File: src/rtl/comm_fx2_pkg.sv
`default_nettype none
// ============================================================================
//  Package     : comm_fx2_pkg
//  Description : Shared types and constants for the FX2 slave-FIFO protocol
//                engine: engine state encoding, command direction bit,
//                FIFO-select codes and the length-index width helper.
//  Revision    : 1.0 - initial release
// ============================================================================
package comm_fx2_pkg;

   // Engine states. The encoding is fixed so that debug captures are stable.
   typedef enum logic [2:0] {
      IDLE    = 3'd0,
      GET_LEN = 3'd1,
      H2F     = 3'd2,
      TURN    = 3'd3,
      F2H     = 3'd4,
      PKTEND  = 3'd5
   } state_e;

   // Bit of the command byte that selects the transfer direction (1 = read).
   localparam int CMD_DIR_BIT = 7;

   // FX2 FIFO select codes.
   localparam logic FIFO_OUT = 1'b0;   // EP2, host -> FPGA
   localparam logic FIFO_IN  = 1'b1;   // EP6, FPGA -> host

   // Width of the index that walks the length bytes. A single length byte
   // still needs a one-bit index so the port/register never collapses to 0.
   function automatic int len_idx_width(input int len_bytes);
      return (len_bytes <= 1) ? 1 : $clog2(len_bytes);
   endfunction

endpackage
`default_nettype wire

File: src/rtl/fx2_xfer_counter.sv
`default_nettype none
// ============================================================================
//  Module      : fx2_xfer_counter
//  Description : Transfer bookkeeping for the FX2 engine. Assembles the
//                big-endian length field, counts the remaining bytes down,
//                tracks the position inside the current IN packet and
//                raises the last-byte / short-packet flags.
//  Revision    : 1.0 - initial release
//
//  Ports
//    clk_i        in   clock
//    rst_ni       in   asynchronous active-low reset
//    start_i      in   command accepted: clear length count and byte index
//    len_shift_i  in   shift len_byte_i into the length (MSB first)
//    len_byte_i   in   length byte from the FX2 bus
//    dec_i        in   one data byte moved: decrement the remaining count
//    pkt_clr_i    in   clear the IN packet byte position
//    pkt_inc_i    in   one IN byte written: advance the packet position
//    len_last_o   out  the length byte being read now is the final one
//    len_zero_o   out  the length including the current byte is zero
//    cnt_last_o   out  exactly one data byte remains
//    pkt_short_o  out  writing one more IN byte leaves a partial packet
// ============================================================================
module fx2_xfer_counter
   import comm_fx2_pkg::*;
#(
   parameter int LEN_BYTES = 4,
   parameter int PKT_SIZE  = 512
) (
   input  logic       clk_i,
   input  logic       rst_ni,
   input  logic       start_i,
   input  logic       len_shift_i,
   input  logic [7:0] len_byte_i,
   input  logic       dec_i,
   input  logic       pkt_clr_i,
   input  logic       pkt_inc_i,
   output logic       len_last_o,
   output logic       len_zero_o,
   output logic       cnt_last_o,
   output logic       pkt_short_o
);

   localparam int CNT_W  = 8 * LEN_BYTES;
   localparam int LIDX_W = len_idx_width(LEN_BYTES);
   localparam int PKT_W  = $clog2(PKT_SIZE);

   logic [CNT_W-1:0]  cnt_q,  cnt_d;
   logic [LIDX_W-1:0] lidx_q, lidx_d;
   logic [PKT_W-1:0]  pkt_q,  pkt_d;
   logic [CNT_W-1:0]  w_shifted;

   // Length value with the current bus byte appended as the new LSB.
   generate
      if (LEN_BYTES > 1) begin : g_shift_multi
         assign w_shifted = {cnt_q[CNT_W-9:0], len_byte_i};
      end else begin : g_shift_single
         assign w_shifted = len_byte_i;
      end
   endgenerate

   always_comb begin
      cnt_d  = cnt_q;
      lidx_d = lidx_q;
      pkt_d  = pkt_q;

      if (start_i) begin
         cnt_d  = '0;
         lidx_d = '0;
      end else if (len_shift_i) begin
         cnt_d  = w_shifted;
         lidx_d = lidx_q + LIDX_W'(1);
      end else if (dec_i) begin
         cnt_d  = cnt_q - CNT_W'(1);
      end

      // PKT_SIZE is a power of two, so the natural wrap of the register is
      // exactly the modulo-PKT_SIZE packet position.
      if (pkt_clr_i) begin
         pkt_d = '0;
      end else if (pkt_inc_i) begin
         pkt_d = pkt_q + PKT_W'(1);
      end
   end

   always_ff @(posedge clk_i or negedge rst_ni) begin
      if (!rst_ni) begin
         cnt_q  <= '0;
         lidx_q <= '0;
         pkt_q  <= '0;
      end else begin
         cnt_q  <= cnt_d;
         lidx_q <= lidx_d;
         pkt_q  <= pkt_d;
      end
   end

   assign len_last_o  = (lidx_q == LIDX_W'(LEN_BYTES - 1));
   assign len_zero_o  = (w_shifted == '0);
   assign cnt_last_o  = (cnt_q == CNT_W'(1));
   // After the increment the position is non-zero unless the packet was
   // one byte short of full, i.e. the position is currently all ones.
   assign pkt_short_o = ~(&pkt_q);

endmodule
`default_nettype wire

File: src/rtl/comm_fpga_fx2_mc.sv
`default_nettype none
// ============================================================================
//  Module      : comm_fpga_fx2_mc
//  Description : FX2 slave-FIFO protocol engine for the FPGALink host link.
//                Parses a command byte and a big-endian length, then streams
//                EP2 data onto the h2f channel or f2h data into EP6, with an
//                explicit bus turnaround and exact short-packet commit.
//  Revision    : 1.0 - initial release
//
//  Ports
//    clk_in          in   clock, rising edge
//    reset_in        in   asynchronous active-low reset
//    fx2FifoSel_out  out  0 = EP2 (host->FPGA), 1 = EP6 (FPGA->host)
//    fx2Data_in      in   FX2 data bus input
//    fx2Data_out     out  FX2 data bus output
//    fx2Data_sel     out  1 = FPGA drives the FX2 bus
//    fx2Read_out     out  SLRD, active-low
//    fx2GotData_in   in   EP2 not empty
//    fx2Write_out    out  SLWR, active-low
//    fx2GotRoom_in   in   EP6 not full
//    fx2PktEnd_out   out  PKTEND, active-low single-cycle pulse
//    chanAddr_out    out  channel of the current transfer
//    h2fData_out     out  host->FPGA data
//    h2fValid_out    out  host->FPGA valid
//    h2fReady_in     in   host->FPGA ready
//    f2hData_in      in   FPGA->host data
//    f2hValid_in     in   FPGA->host valid
//    f2hReady_out    out  FPGA->host ready
//    xferActive_out  out  transfer in progress
//    xferDir_out     out  latched direction, 1 = read
// ============================================================================
module comm_fpga_fx2_mc
   import comm_fx2_pkg::*;
#(
   parameter int CHAN_WIDTH = 7,
   parameter int LEN_BYTES  = 4,
   parameter int PKT_SIZE   = 512
) (
   input  logic                  clk_in,
   input  logic                  reset_in,
   output logic                  fx2FifoSel_out,
   input  logic [7:0]            fx2Data_in,
   output logic [7:0]            fx2Data_out,
   output logic                  fx2Data_sel,
   output logic                  fx2Read_out,
   input  logic                  fx2GotData_in,
   output logic                  fx2Write_out,
   input  logic                  fx2GotRoom_in,
   output logic                  fx2PktEnd_out,
   output logic [CHAN_WIDTH-1:0] chanAddr_out,
   output logic [7:0]            h2fData_out,
   output logic                  h2fValid_out,
   input  logic                  h2fReady_in,
   input  logic [7:0]            f2hData_in,
   input  logic                  f2hValid_in,
   output logic                  f2hReady_out
   ,
   output logic                  xferActive_out,
   output logic                  xferDir_out
);

   state_e                state_q, state_d;
   logic [CHAN_WIDTH-1:0] chan_q,  chan_d;
   logic                  dir_q,   dir_d;
   logic [1:0]            run_q;

   logic w_start, w_len_shift, w_dec, w_pkt_clr, w_pkt_inc;
   logic w_len_last, w_len_zero, w_cnt_last, w_pkt_short;
   logic w_cmd_rd, w_h2f_hs, w_f2h_hs;

   // Reset is asserted asynchronously everywhere; its release reaches the
   // engine through this two-stage enable. Until it is set no command byte
   // is read, so no state or counter register can change on the edge where
   // reset_in is released.
   always_ff @(posedge clk_in or negedge reset_in) begin
      if (!reset_in) begin
         run_q <= '0;
      end else begin
         run_q <= {run_q[0], 1'b1};
      end
   end

   always_ff @(posedge clk_in or negedge reset_in) begin
      if (!reset_in) begin
         state_q <= IDLE;
         chan_q  <= '0;
         dir_q   <= 1'b0;
      end else begin
         state_q <= state_d;
         chan_q  <= chan_d;
         dir_q   <= dir_d;
      end
   end

   assign w_cmd_rd = run_q[1] & fx2GotData_in;
   assign w_h2f_hs = fx2GotData_in & h2fReady_in;
   assign w_f2h_hs = f2hValid_in & fx2GotRoom_in;

   always_comb begin
      state_d        = state_q;
      chan_d         = chan_q;
      dir_d          = dir_q;
      fx2FifoSel_out = FIFO_OUT;
      fx2Data_out    = 8'h00;
      fx2Data_sel    = 1'b0;
      fx2Read_out    = 1'b1;
      fx2Write_out   = 1'b1;
      fx2PktEnd_out  = 1'b1;
      h2fData_out    = 8'h00;
      h2fValid_out   = 1'b0;
      f2hReady_out   = 1'b0;
      w_start        = 1'b0;
      w_len_shift    = 1'b0;
      w_dec          = 1'b0;
      w_pkt_clr      = 1'b0;
      w_pkt_inc      = 1'b0;

      case (state_q)
         IDLE: begin
            fx2Read_out = ~w_cmd_rd;
            if (w_cmd_rd) begin
               chan_d  = fx2Data_in[CHAN_WIDTH-1:0];
               dir_d   = fx2Data_in[CMD_DIR_BIT];
               w_start = 1'b1;
               state_d = GET_LEN;
            end
         end

         GET_LEN: begin
            fx2Read_out = ~fx2GotData_in;
            if (fx2GotData_in) begin
               w_len_shift = 1'b1;
               if (w_len_last) begin
                  if (w_len_zero) begin
                     state_d = IDLE;
                  end else if (dir_q) begin
                     // Packet position restarts with every read transfer.
                     w_pkt_clr = 1'b1;
                     state_d   = TURN;
                  end else begin
                     state_d = H2F;
                  end
               end
            end
         end

         H2F: begin
            h2fData_out  = fx2Data_in;
            h2fValid_out = fx2GotData_in;
            fx2Read_out  = ~w_h2f_hs;
            if (w_h2f_hs) begin
               w_dec = 1'b1;
               if (w_cnt_last) begin
                  state_d = IDLE;
               end
            end
         end

         // One idle cycle on EP6 so the FX2 flags settle after the switch.
         TURN: begin
            fx2FifoSel_out = FIFO_IN;
            state_d        = F2H;
         end

         F2H: begin
            fx2FifoSel_out = FIFO_IN;
            fx2Data_sel    = 1'b1;
            fx2Data_out    = f2hData_in;
            f2hReady_out   = fx2GotRoom_in;
            fx2Write_out   = ~w_f2h_hs;
            if (w_f2h_hs) begin
               w_dec     = 1'b1;
               w_pkt_inc = 1'b1;
               if (w_cnt_last) begin
                  // A full final packet commits itself; a partial one
                  // needs an explicit PKTEND.
                  state_d = w_pkt_short ? PKTEND : IDLE;
               end
            end
         end

         PKTEND: begin
            fx2FifoSel_out = FIFO_IN;
            fx2PktEnd_out  = 1'b0;
            state_d        = IDLE;
         end

         default: begin
            state_d = IDLE;
         end
      endcase
   end

   fx2_xfer_counter #(
      .LEN_BYTES (LEN_BYTES),
      .PKT_SIZE  (PKT_SIZE)
   ) u_counter (
      .clk_i       (clk_in),
      .rst_ni      (reset_in),
      .start_i     (w_start),
      .len_shift_i (w_len_shift),
      .len_byte_i  (fx2Data_in),
      .dec_i       (w_dec),
      .pkt_clr_i   (w_pkt_clr),
      .pkt_inc_i   (w_pkt_inc),
      .len_last_o  (w_len_last),
      .len_zero_o  (w_len_zero),
      .cnt_last_o  (w_cnt_last),
      .pkt_short_o (w_pkt_short)
   );

   assign chanAddr_out   = chan_q;
   assign xferDir_out    = dir_q;
   assign xferActive_out = (state_q != IDLE);

endmodule
`default_nettype wire

File: config.mk
export PLATFORM = sky130hd
export DESIGN_NAME = comm_fpga_fx2_mc
export DESIGN_NICKNAME = d
export VERILOG_FILES = /design/src/rtl/comm_fx2_pkg.sv /design/src/rtl/fx2_xfer_counter.sv /design/src/rtl/comm_fpga_fx2_mc.sv
export SDC_FILE = /design/constraint.sdc
export NUM_CORES = 1
export LEC_CHECK = 0
export CAP_MARGIN = 20
export CORE_MARGIN = 2
export CORE_UTILIZATION = 51
export CTS_BUF_LIST = sky130_fd_sc_hd__clkbuf_8
export DETAILED_ROUTE_END_ITERATION = 10
export HOLD_SLACK_MARGIN = 0.05
export PLACE_DENSITY = 0.79
export SYNTH_ARGS = -nofsm -noshare
export SYNTH_HDL_FRONTEND = slang
export SYNTH_SLANG_ARGS = --single-unit
File: constraint.sdc
create_clock -name clk_in -period 2.3 [get_ports clk_in]
set_input_delay 0.46 -clock clk_in [delete_from_list [all_inputs] [get_ports clk_in]]
set_output_delay 0.46 -clock clk_in [all_outputs]
set_load 0.05 [all_outputs]
==> results of run 1 <==
## metrics by stage
stage	cells	power [mW]	instance area, µm²	hold slack (ps)
2_1_floorplan	436	4.252	3555	164.4
3_3_place_gp	581	5.439	4567	334.2
3_5_place_dp	581	5.553	4567	340.2
4_1_cts	589	6.232	4678	139.3
5_1_grt	591	6.788	4728	144.4
6_report	591	6.384	4728	116.9
## sequential cells by signal, summed over array words and instances (netlist names)
name,cells
u_counter.lidx_q,2
run_q,2
state_q,3
xferDir_out,1
chanAddr_out,7
u_counter.cnt_q,32
u_counter.pkt_q,9
## power breakdown
group	leakage, nW	switching, mW	internal [mW]	total (mW)
Sequential	0.731	0.422	1.34	1.76
Combinational	1.21	2.41	1.55	3.96
Clock	0.0541	0.342	0.323	0.665
Total	1.99	3.17	3.21	6.38
## layout make-up
class                   count  area [µm²]  area share [%]
flip-flops and latches     56        1405           29.72
clock buffers               5       68.82           1.455
repair buffers            101        1092           23.10
clock inverters             3       42.54          0.8997
well taps                  80       100.1           2.117
multi-input cells         337        1986           42.00
inverters                   9       33.78          0.7145
## cells in the mapped netlist (7+ instances only)
| library cell | instances |
|---|---|
| o21ai_1 | 20 |
| dfrtp_1 | 56 |
| o21ai_0 | 31 |
| inv_1 | 9 |
| nand2_1 | 51 |
| nand3_1 | 7 |
| clkbuf_1 | 25 |
| and2_1 | 20 |
| nor4_1 | 7 |
| a31oi_1 | 14 |
| nor3_1 | 21 |
| nor2_1 | 47 |
| a21oi_1 | 25 |
| o211ai_1 | 8 |
## worst paths after layout
path	depth (start not counted)	start	end	slack [ps]
setup reg to reg	6	u_counter.cnt_q[0]	u_counter.cnt_q[31]	100
setup / recovery	6	u_counter.cnt_q[0]	u_counter.cnt_q[31]	100
hold / removal	2	reset_in	chanAddr_out[1]	120
min in group clk_in	0	run_q[0]	run_q[1]	350
max in group asynchronous	2	reset_in	u_counter.cnt_q[21]	1920
hold reg to reg	0	run_q[0]	run_q[1]	350
## cell families (layout without fill, tap and decap cells)
| kind of cell | Yosys count | after routing |
|---|---|---|
| flip-flops | 56 | 56 |
| buffers and inverters | 43 | 118 |
| XOR/XNOR | 7 | 7 |
| other | 1 | 1 |
| adder cells (fa/ha/maj) | 5 | 5 |
| multiplexers | 2 | 2 |
| AO/OA/AOI/OAI | 129 | 129 |
| AND/OR/NAND/NOR | 193 | 193 |
## worst max-delay path, cell delays in order (launching register included)
cell      delay, ps
dfrtp_2         470
or4_1           620
nor4_4          360
buf_12          190
nand3_2         110
o311ai_2        220
o211ai_1        110
## metal layers
metal | vias up | routed length [µm] | global-route usage [%]
met2 | 213 | 5220 | 47.87
met4 | 0 | 208 | 9.790
met3 | 22 | 899 | 4.265
met5 | - | 0 | 0
met1 | 1791 | 4249 | 37.48
li1 | 1722 | - | -
## timing repair
| action | in CTS | in global routing |
|---|---|---|
| resized for setup | 0 | 14 |
| endpoints found under the setup margin | 0 | 32 |
| buffers inserted | 0 | 1 |
==> impl_metrics.yaml, run 1 <==
setup_path:
  arrival_ps: 2400
  crit_type: "flip-flop to flip-flop"
  crit_fanout: 17
  end_kind: "flip-flop"
  startpoint_type: "flip-flop"
  critPathRequiredTime_ps: 2500
sta:
  slew_headroom_pct: 57.83
  max_freq_ghz: 0.4551
  finalCritPeriodShare_pct: 95.55
  worst_slack_ps: 102.4
  hold_viol_final: 0
  slew_viol_final: 0
  rsz0062_at_grt: "false"
  worst_pin_slew_ps: 630.2
  period_minus_slack_ps: 2198
  fin_skew_ps: 9.713
  setup_viol: 0
  fin_setup_tns_ps: 0
min_path:
  hold_path.class: "input pin to async pin"
finish:
  drive_above_1_share_pct: 20.55
  layout_commonest_cell: "dfrtp_1"
  area_growth_pct: 33.02
  layout.nets: 537
  nFillCells: 526
  mostFrequentLayoutCells: "dfrtp_1 (53), nand2_1 (51), buf_4 (50), nor2_1 (46), o21ai_0 (29)"
  final_core_util_pct: 69.98
  diodes: 0
global_route:
  grt_max_degree: 57
  track_usage_pct: 28.48
  antenna_found_initial: 0
  grt.overflow.total: 0
  grt_first_pass_wirelength_um: 17200
  grt_pass1_vias: 3583
die:
  io_pins: 54
  core-area_mm2: 0.006756
  fp.dieH_um: 87.49
  initial_core_util_pct: 52.61
  placementRows: 30
  dieArea_mm2: 0.007654
  dieWidth_um: 87.49
power:
  power_density_mw_per_mm2: 1350
  leakagePower_nw: 1.994
  max-vdd-ir-drop_uv: 709.6
logic_synthesis:
  synth_cell_types: 59
  synth.avg_cell_area_um2: 8.153
  synth_top_family_by_area: "simple AND/OR/NAND/NOR gates"
  yosysTopAreaCell: "dfrtp_1"
  yosysWarnings: 0
  synthAdderAreaFrac_pct: 1.760
  synthArstFlopShare_pct: 100.0
  synth-xor-area-share_pct: 1.725
  syn_area_mm2: 0.003555
  yosys.area_share.simple_pct: 28.41
  synth_edf_count: 0
  synth_mux_area_share_pct: 0.5632
  postSynthRegisterBits: 56
  synth-compound-area-share_pct: 22.46
  synth_ff_type: "dfrtp_1"
  synth_cells: 436
  synthesis.nets: 463
  synth_top_cell_area_share_pct: 39.42
  seq_area_frac_synth_pct: 39.42
  synthTopCellsByArea: "dfrtp_1 (39%), nand2_1 (5.4%), nor2_1 (5.0%)"
routing:
  first_pass_iters: 6
  avgRoutedWirePerCell_um: 17.90
  routed_wl_um: 10580
  drtAntennaViolNets: 0
  viasPerCell: 6.342
  detail_route.iter0.violations: 429
  drc_errors: 0
  num_vias: 3748
placed_design:
  gp_congestion: 0.9306
  hpwl_um: 7639
  dp_slack_ps: -40.79
  port_buffers: 53
clock_network:
  cts_tree: "built"
  root_buffer: "clkbuf_8"
  cts_buffers: 5
  hold_buffers: 0
  path_clk_slew_ps: 110
  cts_sinks: 56
  htreeDepth: 2
  clock_path_buffers: 2
  clk_latency_ps: 320
outcome:
  outcome: "finished, final reports clean"
job:
  cap_violations: 0
Note: power is estimated with default switching activity, not from simulation.
==> run 2: changes to the inputs <==
Settings changed: CTS_CLUSTER_DIAMETER set to 100.
==> results of run 2 <==
Final layout, timing and power as in run 1 (identical DEF).
==> run 3: changes to the inputs <==
--- a/constraint.sdc
+++ b/constraint.sdc
@@ -3,2 +3,2 @@
 set_output_delay 0.46 -clock clk_in [all_outputs]
-set_load 0.05 [all_outputs]
+set_load 0.005 [all_outputs]
==> impl_metrics.yaml, run 3 (synthesis gave the netlist of run 1 again) <==
power:
  max-vdd-ir-drop_uv: 596.7
  power_frac_seq_pct: 28.6
  intPower_mw: 3.197
  power_density_mw_per_mm2: 1269
  switchingPower_mw: 2.816
  pwr-share-comb_pct: 62.3
  p_clk_share_pct: 9.1
  leakagePower_nw: 2.259
  swShare_pct: 46.83
die:
  fp.dieH_um: 87.49
  dieWidth_um: 87.49
  initial_core_util_pct: 52.61
  io_pins: 54
  placementRows: 30
  core-area_mm2: 0.006756
  dieArea_mm2: 0.007654
sta:
  slew_headroom_pct: 57.44
  worst_slack_ps: 38.48
  worst_pin_slew_ps: 632.6
  period_minus_slack_ps: 2262
  setup_viol: 0
  fin_setup_tns_ps: 0
  finalCritPeriodShare_pct: 98.33
  hold_viol_final: 0
  fin_skew_ps: 15.01
  max_freq_ghz: 0.4422
  slew_viol_final: 0
finish:
  layout.nets: 552
  diodes: 0
  mostFrequentLayoutCells: "buf_4 (54), dfrtp_1 (53), nand2_1 (51), nor2_1 (45), clkdlybuf4s50_1 (30)"
  area_growth_pct: 33.26
  largest_register: "u_counter.cnt_q"
  drive_above_1_share_pct: 19.39
  layout_commonest_cell: "buf_4"
  nFillCells: 533
  largest_register_ffs: 32
placed_design:
  hpwl_um: 7979
  gp_congestion: 0.9046
  port_buffers: 53
  dp_slack_ps: -29.74
job:
  cap_violations: 0
global_route:
  grt_max_degree: 36
  grt_first_pass_wirelength_um: 17970
  track_usage_pct: 29.99
  grt.overflow.total: 0
  grt_pass1_vias: 3737
  antenna_found_initial: 0
clock_network:
  htreeDepth: 2
  cts_buffers: 5
  cts_tree: "built"
  path_clk_slew_ps: 110
  hold_buffers: 0
  root_buffer: "clkbuf_8"
  cts_sinks: 56
  clk_latency_ps: 320
  clock_path_buffers: 2
routing:
  drtAntennaViolNets: 0
  first_pass_iters: 4
  viasPerCell: 6.322
  routed_wl_um: 11170
  num_vias: 3831
  drc_errors: 0
  detail_route.iter0.violations: 403
  avgRoutedWirePerCell_um: 18.43
outcome:
  outcome: "finished, final reports clean"
setup_path:
  crit_type: "flip-flop to flip-flop"
  critPathRequiredTime_ps: 2500
  startpoint_type: "flip-flop"
  end_kind: "flip-flop"
  arrival_ps: 2460
  crit_fanout: 5
min_path:
  hold_path.class: "input pin to async pin"
[run 3: cell count changes in the layout (fill, tap and decap cells not counted), sizes merged]
cell and delta:
dlymetal6s2s +14, buf -9, dlygate4sd2 +8, clkdlybuf4s50 +2, bufinv -1, inv +1
[run 3: repair_timing]
item | 4_1_cts | 5_1_grt
buffers inserted | 5 | 5
cloned | 1 | 1
endpoints found under the setup margin | 20 | 30
pin swaps | 0 | 2
gates resized for setup | 20 | 31
[run 3: power by group through the flow]
stage                     sequential (mW)  clock [mW]  combinational (mW)
after floorplan                      1.61           0                2.23
after global placement               1.69           0                3.39
after detailed placement             1.71           0                3.50
after CTS                            1.69       0.553                3.60
after global routing                 1.77       0.604                4.07
final                                1.72       0.547                3.74
[run 3: path summary, 6_finish.rpt]
check                                        start                  end  slack (ps)  cells after the start
worst min register to register            run_q[0]             run_q[1]         390                      0
worst min-delay path                      reset_in      chanAddr_out[5]         110                      1
max in group asynchronous                 reset_in           state_q[1]        1590                      2
worst max-delay path            u_counter.cnt_q[1]  u_counter.cnt_q[24]          40                      8
worst max register to register  u_counter.cnt_q[1]  u_counter.cnt_q[24]          40                      8
min in group clk_in                       run_q[0]             run_q[1]         390                      0
[run 3: worst max-delay path, cell delays in order, from the launching register on]
cell	delay, ps
dfrtp_1	440
inv_2	110
ha_2	210
or3b_2	500
nor4_4	370
buf_6	180
a31oi_1	80
o21ai_0	180
o21ai_1	80
[run 3: cell type report]
| type | instances | area, µm² | area share (%) |
|---|---|---|---|
| timing repair buffer | 116 | 1092 | 23.06 |
| inverter | 9 | 33.78 | 0.7132 |
| multi-input combinational | 337 | 2017 | 42.58 |
| clock buffer | 5 | 68.82 | 1.453 |
| clock inverter | 3 | 20.02 | 0.4226 |
| sequential | 56 | 1405 | 29.66 |
| tap | 80 | 100.1 | 2.113 |
[run 3: stage by stage]
step / instances / hold slack [ps] / power [mW] / utilization [%] / cell area, µm²
after floorplan: 436 / 164.4 / 3.846 / - / 3555
after global placement: 586 / 338.8 / 5.076 / 65.89 / 4452
after detailed placement: 586 / 360.8 / 5.213 / 65.89 / 4452
after CTS: 600 / 119.9 / 5.843 / 68.24 / 4611
after global routing: 606 / 137.7 / 6.445 / 70.11 / 4737
final: 606 / 111.8 / 6.013 / 70.11 / 4737
[run 3: routing by layer]
metal | track usage (%) | vias up | wire length (µm)
li1 | - | 1748 | -
met1 | 37.56 | 1829 | 4295
met2 | 51.31 | 217 | 5684
met3 | 4.645 | 37 | 863
met4 | 12.59 | 0 | 329
met5 | 0 | - | 0
